### src/rtl/pbus_pkg.sv
// Shared PBus definitions: request encodings, master state encoding and address map.
package pbus_pkg;

    localparam logic [1:0] PBUS_REQ_IDLE = 2'b00;
    localparam logic [1:0] PBUS_REQ_WR   = 2'b01;
    localparam logic [1:0] PBUS_REQ_RD   = 2'b11;

    typedef enum logic [1:0] {
        ST_IDLE = 2'd0,
        ST_REQ  = 2'd1,
        ST_GNT1 = 2'd2,
        ST_WAIT = 2'd3
    } pbm_state_t;

    // Halfword-address bases of the system map (address space 0)
    localparam logic [14:0] PBUS_IROM_BASE = 15'h0000;
    localparam logic [14:0] PBUS_IO_BASE   = 15'h0400;
    localparam logic [14:0] PBUS_KEYB_BASE = 15'h0500;
    localparam logic [14:0] PBUS_MONI_BASE = 15'h0600;
    localparam logic [14:0] PBUS_IRAM_BASE = 15'h0800;
    localparam logic [14:0] PBUS_EROM_BASE = 15'h1000;
    localparam logic [14:0] PBUS_ERAM_BASE = 15'h2000;

endpackage

### src/rtl/pbus_watchdog.sv
// Transaction watchdog: counts enabled cycles and flags the cycle whose edge
// would make the count reach TIMEOUT_CYCLES. TIMEOUT_CYCLES = 0 disables it.
module pbus_watchdog #(
    parameter int unsigned TIMEOUT_CYCLES = 1024,
    parameter int unsigned TO_W           = 11
) (
    input  logic clk,
    input  logic rst_l,
    input  logic clear,
    input  logic enable,
    output logic expire
);

    localparam logic [TO_W-1:0] LIMIT = TO_W'(TIMEOUT_CYCLES - 1);

    logic [TO_W-1:0] cnt;

    always_ff @(posedge clk or negedge rst_l) begin
        if (!rst_l) begin
            cnt <= '0;
        end else if (clear) begin
            cnt <= '0;
        end else if (enable) begin
            cnt <= cnt + 1'b1;
        end
    end

    assign expire = (TIMEOUT_CYCLES != 0) && enable && (cnt == LIMIT);

endmodule

### src/rtl/pbus_master.sv
// CPU-side PBus initiator: one outstanding load/store, grant/ready tracking,
// single-cycle response pulse and watchdog abort.
module pbus_master
    import pbus_pkg::*;
#(
    parameter int unsigned TIMEOUT_CYCLES = 1024,
    parameter int unsigned TO_W           = 11
) (
    input  logic        clk,
    input  logic        rst_l,
    input  logic        req_valid,
    output logic        req_ready,
    input  logic        req_write,
    input  logic [14:0] req_addr,
    input  logic [1:0]  req_be,
    input  logic [15:0] req_wdata,
    input  logic        req_aspace,
    output logic        resp_valid,
    output logic [15:0] resp_rdata,
    output logic        resp_err,
    output logic [1:0]  PBusReq,
    output logic [14:0] PBusAddr,
    output logic [1:0]  PBusBE,
    output logic        PBusASpace,
    output logic [15:0] PBusDataOut,
    input  logic [15:0] PBusDataIn,
    input  logic        PBusGnt,
    input  logic        PBusRdy
);

    pbm_state_t  state_q, state_d;
    logic        accept, bad_be, done, abort, wd_expire;
    logic [15:0] wdata_q;

    assign req_ready   = (state_q == ST_IDLE);
    assign accept      = req_valid && req_ready;
    assign bad_be      = (req_be == 2'b00);
    assign PBusDataOut = (PBusReq == PBUS_REQ_WR) ? wdata_q : '0;

    pbus_watchdog #(
        .TIMEOUT_CYCLES(TIMEOUT_CYCLES),
        .TO_W          (TO_W)
    ) u_watchdog (
        .clk   (clk),
        .rst_l (rst_l),
        .clear (accept),
        .enable(state_q != ST_IDLE),
        .expire(wd_expire)
    );

    always_ff @(posedge clk or negedge rst_l) begin
        if (!rst_l) begin
            state_q <= ST_IDLE;
        end else begin
            state_q <= state_d;
        end
    end

    // Watchdog abort is tested before grant/ready so it wins a same-cycle completion
    always_comb begin
        state_d = state_q;
        done    = 1'b0;
        abort   = 1'b0;
        case (state_q)
            ST_IDLE: begin
                if (accept) begin
                    if (bad_be) abort = 1'b1;
                    else        state_d = ST_REQ;
                end
            end
            ST_REQ: begin
                if (wd_expire) begin
                    abort   = 1'b1;
                    state_d = ST_IDLE;
                end else if (PBusGnt) begin
                    state_d = ST_GNT1;
                end
            end
            ST_GNT1: begin
                if (wd_expire || !PBusGnt) begin
                    abort   = 1'b1;
                    state_d = ST_IDLE;
                end else begin
                    state_d = ST_WAIT;
                end
            end
            ST_WAIT: begin
                if (wd_expire || !PBusGnt) begin
                    abort   = 1'b1;
                    state_d = ST_IDLE;
                end else if (PBusRdy) begin
                    done    = 1'b1;
                    state_d = ST_IDLE;
                end
            end
            default: state_d = ST_IDLE;
        endcase
    end

    always_ff @(posedge clk or negedge rst_l) begin
        if (!rst_l) begin
            PBusReq    <= PBUS_REQ_IDLE;
            PBusAddr   <= '0;
            PBusBE     <= '0;
            PBusASpace <= 1'b0;
            wdata_q    <= '0;
            resp_valid <= 1'b0;
            resp_err   <= 1'b0;
            resp_rdata <= '0;
        end else begin
            resp_valid <= done || abort;
            resp_err   <= abort;
            if (accept && !bad_be) begin
                PBusReq    <= req_write ? PBUS_REQ_WR : PBUS_REQ_RD;
                PBusAddr   <= req_addr;
                PBusBE     <= req_be;
                PBusASpace <= req_aspace;
                wdata_q    <= req_wdata;
            end else if (done || abort) begin
                PBusReq <= PBUS_REQ_IDLE;
            end
            if (done && PBusReq[1]) begin
                resp_rdata <= PBusDataIn;
            end
        end
    end

endmodule

### config.mk
export PLATFORM = sky130hd
export DESIGN_NAME = pbus_master
export DESIGN_NICKNAME = d
export VERILOG_FILES = /design/src/rtl/pbus_pkg.sv /design/src/rtl/pbus_watchdog.sv /design/src/rtl/pbus_master.sv
export SDC_FILE = /design/constraint.sdc
export NUM_CORES = 1
export LEC_CHECK = 0
export ABC_AREA = 1
export CAP_MARGIN = 20
export CELL_PAD_IN_SITES_DETAIL_PLACEMENT = 1
export CELL_PAD_IN_SITES_GLOBAL_PLACEMENT = 2
export CORE_MARGIN = 2
export CORE_UTILIZATION = 27
export CTS_BUF_LIST = sky130_fd_sc_hd__clkbuf_8
export DETAILED_ROUTE_END_ITERATION = 7
export PLACE_DENSITY_LB_ADDON = 0.3
export SLEW_MARGIN = 20
export SYNTH_ARGS = -nofsm -noshare
export SYNTH_HDL_FRONTEND = slang
export SYNTH_HIERARCHICAL = 1
export SYNTH_SLANG_ARGS = --single-unit
### constraint.sdc
create_clock -name clk -period 3 [get_ports clk]
set_input_delay 0.6 -clock clk [delete_from_list [all_inputs] [get_ports clk]]
set_output_delay 0.6 -clock clk [all_outputs]
set_load 0.1 [all_outputs]
== Word level (Yosys, flattened, before mapping) ==
Index checks and enable logic that the tools add are counted.
Word-level totals
  bits in registers: 67
  bits in latches: 0
  memory bits (writable): 0
  memory bits (read-only): 0
  input port bits: 56
  output and inout port bits: 55
  logic and storage cells: 57
  memories kept: 0
Cells by class
  add/sub/neg operators: 1
  $mul: 0
  div/mod/pow operators: 0
  magnitude comparators: 0
  eq/ne operators: 9
  shifts and indexed selects: 0
  muxes and demuxes: 22
  bitwise operators: 0
  reductions and logical operators: 15
Operators by type and width (count)
  $mux 11: 2
  $mux 2: 10
  $mux 16: 1
  $add 11x1->11 const B: 1
  $eq 11x10->1 const B: 1
  $pmux 2 s4: 1
  $mux 1: 7
  $ne 3x3->1 const B: 2
  $reduce_bool 2->1: 3
  $eq 2x1->1 const B: 2
  $eq 2x2->1 const B: 2
  $logic_and 1x1->1: 4
  $logic_not 2->1: 2
  $reduce_and 4->1: 1
  $pmux 1 s3: 1
  $logic_not 1->1: 2
  $logic_or 1x1->1: 2
  $ne 2x1->1 const B: 1
  $ne 2x2->1 const B: 1
  $reduce_or 2->1: 1

== Longest topological paths before layout ==
  depth in word-level cells: 8
  depth in mapped cells: 12
  gate-level depth less buffers: 12

== Modules after synthesis ==
Netlist, hierarchy kept.
By module, submodules not included
  pbus_master: instances 1, cells an instance 284, area an instance 2381.0 µm², sequential area each 1401.3 µm²
  pbus_watchdog: instances 1, cells an instance 89, area an instance 655.6 µm², sequential area each 275.3 µm²

== Least setup slack after synthesis ==
Ideal clock, no wire load.
  path kind: register -> output
  start point: register PBusReq[1]
  end point: output port PBusDataOut[10]
  data arrival time: 2745 ps
  required time: 2400 ps
  setup slack: -345 ps
  stages on the path, launching flop included: 6
  path buffers: 2
  cells stage by stage: dfrtp_1 buf_2 inv_1 nand2_1 clkbuf_1 nor2_1
On the way
  longest elaborated chain between the ends: 2
Ends and longest elaborated chain
  start, declared: line pbus_master.sv:21  | output logic [1:0] PBusReq,
  start signal, assigned: line pbus_master.sv:114  | PBusReq <= req_write ? PBUS_REQ_WR : PBUS_REQ_RD;
  $eq 2x1->1: line pbus_master.sv:38  | assign PBusDataOut = (PBusReq == PBUS_REQ_WR) ? wdata_q : '0;
  $mux 16: line pbus_master.sv:38
  end, declared: line pbus_master.sv:25  | output logic [15:0] PBusDataOut,
No other way between the ends.

== Worst setup path after layout ==
  start point: register PBusReq[1]
  end point: output port PBusDataOut[11]
The elaborated chain is that of the path after synthesis.

==> results.ini <==
[status]
outcome = finished clean

[grt]
antenna_found_initial = 0
grt_pass1_vias = 2876
overflow = 0
grt_max_degree = 49
grt_pass1_wl_um = 13510
grt_use_total_pct = 14.36

[synthesis]
synthArstFlopShare_pct = 100.0
synth_flop_cell = dfrtp_1
synth_top_family_by_area = simple AND/OR/NAND/NOR gates
yosys-top-cells-area = dfrtp_1 55%, nand2_1 18%, inv_1 4.7%
avgSynthCellArea_sq_um = 8.141
synth_warnings = 6
synth_top_area_share_pct = 55.21
synth.distinct_cells = 24
synth.largest_area_cell = dfrtp_1
synth_edf_count = 0
synthAdderAreaFrac_pct = 0.4120
syn-num-nets = 430
synth-seq-area-share_pct = 55.21
synth_seq_cells = 67
synthMuxAreaShare_pct = 0
synth_compound_area_share_pct = 4.038
synth.cell_area_sq_mm = 0.003037
synth_xor_area_share_pct = 0
postSynthCellCount = 373
yosys.area_share.simple_pct = 31.93

[job]
cap_viol_max_count = 0

[sta]
hold_viol_final = 0
timing.fmax_ghz = 0.4359
fin_skew_ns = 0.009968
final.setup.tns_ns = 0
fin_hold_ws_ns = 0.3351
min_period_ns = 2.294
final_max_slew_viol_count = 0
rsz0062_at_grt = false
relSlewSlack_pct = 47.37
finalCritPeriodShare_pct = 76.47
worst_slew_pin_slew_ns = 0.7894
setup_violations = 0

[placement]
hpwl_um = 6030
io_buffers = 110
place.gp.congestion = 0.7396

[routing]
drt_pre_antenna_iters = 3
wl_per_cell_um = 13.02
drcViolationCount = 0
vias = 2672
routed_wl_um = 8188
vias_per_cell = 4.248
drt-initial-drc-count = 81
ant_nets = 0

[floorplan]
dieArea_sq_mm = 0.01211
die_h_um = 110.1
die_width_um = 110.1
core_area_sq_mm = 0.01089
rows = 38
floorplan.initialDensity_pct = 27.89
io-pin-count = 111

[cells_and_area]
drive_gt1_share_pct = 18.61
diodes = 0
fin_nets = 541
syn_to_final_growth_pct = 49.32

[setup_path]
r2r_end = resp_rdata[2]$_DFFE_PN0P_
crit_chain = inv_1 > nand2_1 > nor2_1 > buf_12
crit-reg2reg-launch = u_watchdog/cnt[0]$_DFFE_PN0P_
crit_arrival_ns = 1.69
reg2regPathDepth = 12
cp.required_ns = 2.40
slowest_delay_ns = 0.38
end_kind = output pin
critPathSlowestCell = dfrtp_1
crit_fanout = 16
rrSetupSlack_ns = 0.81
start_kind = flip-flop
path_class = reg2out

[cts]
cts_tree = done
cts.sinks = 67
numCtsBuffers = 9
clock_path_buffers = 2
ctsResizeCount = 0
clockRootBuffer = clkbuf_8
clkLatencyLatePin_ns = 0.34
htreeDepth = 3
clk_pin_slew_ns = 0.08
cts_setup_buffers = 0
cts_hold_buf = 0

[worst_hold_path]
worstHoldPathType = in2async

## worst max-delay path: cells and delay by family, from the launching register on
kind          cells  cell delay (ns)
buf+inv           2             0.27
flops             1             0.38
simple gates      2             0.70
## registers in the layout, summed over array words and instances (netlist names)
name            cells
PBusASpace          1
PBusReq             2
resp_err            1
u_watchdog/cnt     11
PBusBE              2
wdata_q            16
PBusAddr           15
state_q             2
resp_rdata         16
resp_valid          1
## metal layers
layer	global-route usage (%)	wire, um	vias up
met3	4.703	588	11
met4	5.154	119	0
met1	18.93	3774	1232
met2	22.04	3705	73
met5	0	0	-
li1	-	-	1356
## Yosys cell counts (all sizes together) (2+ instances only)
cell type	number
inv	40
nor2	40
dfrtp	67
o21ai	19
clkbuf	4
nand3	29
nor3	2
a21oi	4
buf	10
nand4	2
nand2	153
## area by class of cell
class,instances,area (sq um)
multi-input cells,252,1105
inverters,40,150.1
well taps,140,175.2
clock inverters,6,88.84
flip-flops and latches,67,1677
repair buffers,114,1201
fillers,1299,6354
clock buffers,10,137.6
## cell usage in the layout, fill, tap and decap left out, types with 10 or more instances in the layout
master and count:
buf_12 17, clkbuf_8 10, inv_1 38, nand2_1 149
nand3_1 26, buf_4 42, o21ai_0 15, nor2_1 36
clkdlybuf4s50_1 54, dfrtp_1 67
## per-stage QoR
| step | cell area [sq um] | util (%) | std cells | worst slack, ns |
|---|---|---|---|---|
| 2_1_floorplan | 3037 | - | 373 | -0.3453 |
| 3_3_place_gp | 4308 | 39.57 | 613 | 0.7358 |
| 3_5_place_dp | 4308 | 39.57 | 613 | 0.6226 |
| 4_1_cts | 4534 | 41.65 | 629 | 0.6602 |
| 5_1_grt | 4534 | 41.65 | 629 | 0.4638 |
| 6_report | 4534 | 41.65 | 629 | 0.7059 |
## how the worst max path moves through the flow
stage	start	end	slack, ns
after floorplan	PBusReq[1]$_DFFE_PN0P_	PBusDataOut[10]	-0.35
after global placement	req_valid	wdata_q[0]$_DFFE_PN0P_	0.74
after CTS	PBusReq[1]$_DFFE_PN0P_	PBusDataOut[11]	0.66
after detailed placement	req_valid	wdata_q[3]$_DFFE_PN0P_	0.62
final	PBusReq[1]$_DFFE_PN0P_	PBusDataOut[11]	0.71
after global routing	u_watchdog/cnt[0]$_DFFE_PN0P_	resp_rdata[2]$_DFFE_PN0P_	0.46
## logic make-up (layout without fill, tap and decap cells)
logic type      after synthesis  after routing
flops                        67             67
fa+ha+maj                     1              1
buf+inv                      54            170
compound gates               24             24
simple gates                227            227
Power is not shown: default switching activity piles up to over one toggle a cycle in this logic, so the estimate is an artifact.
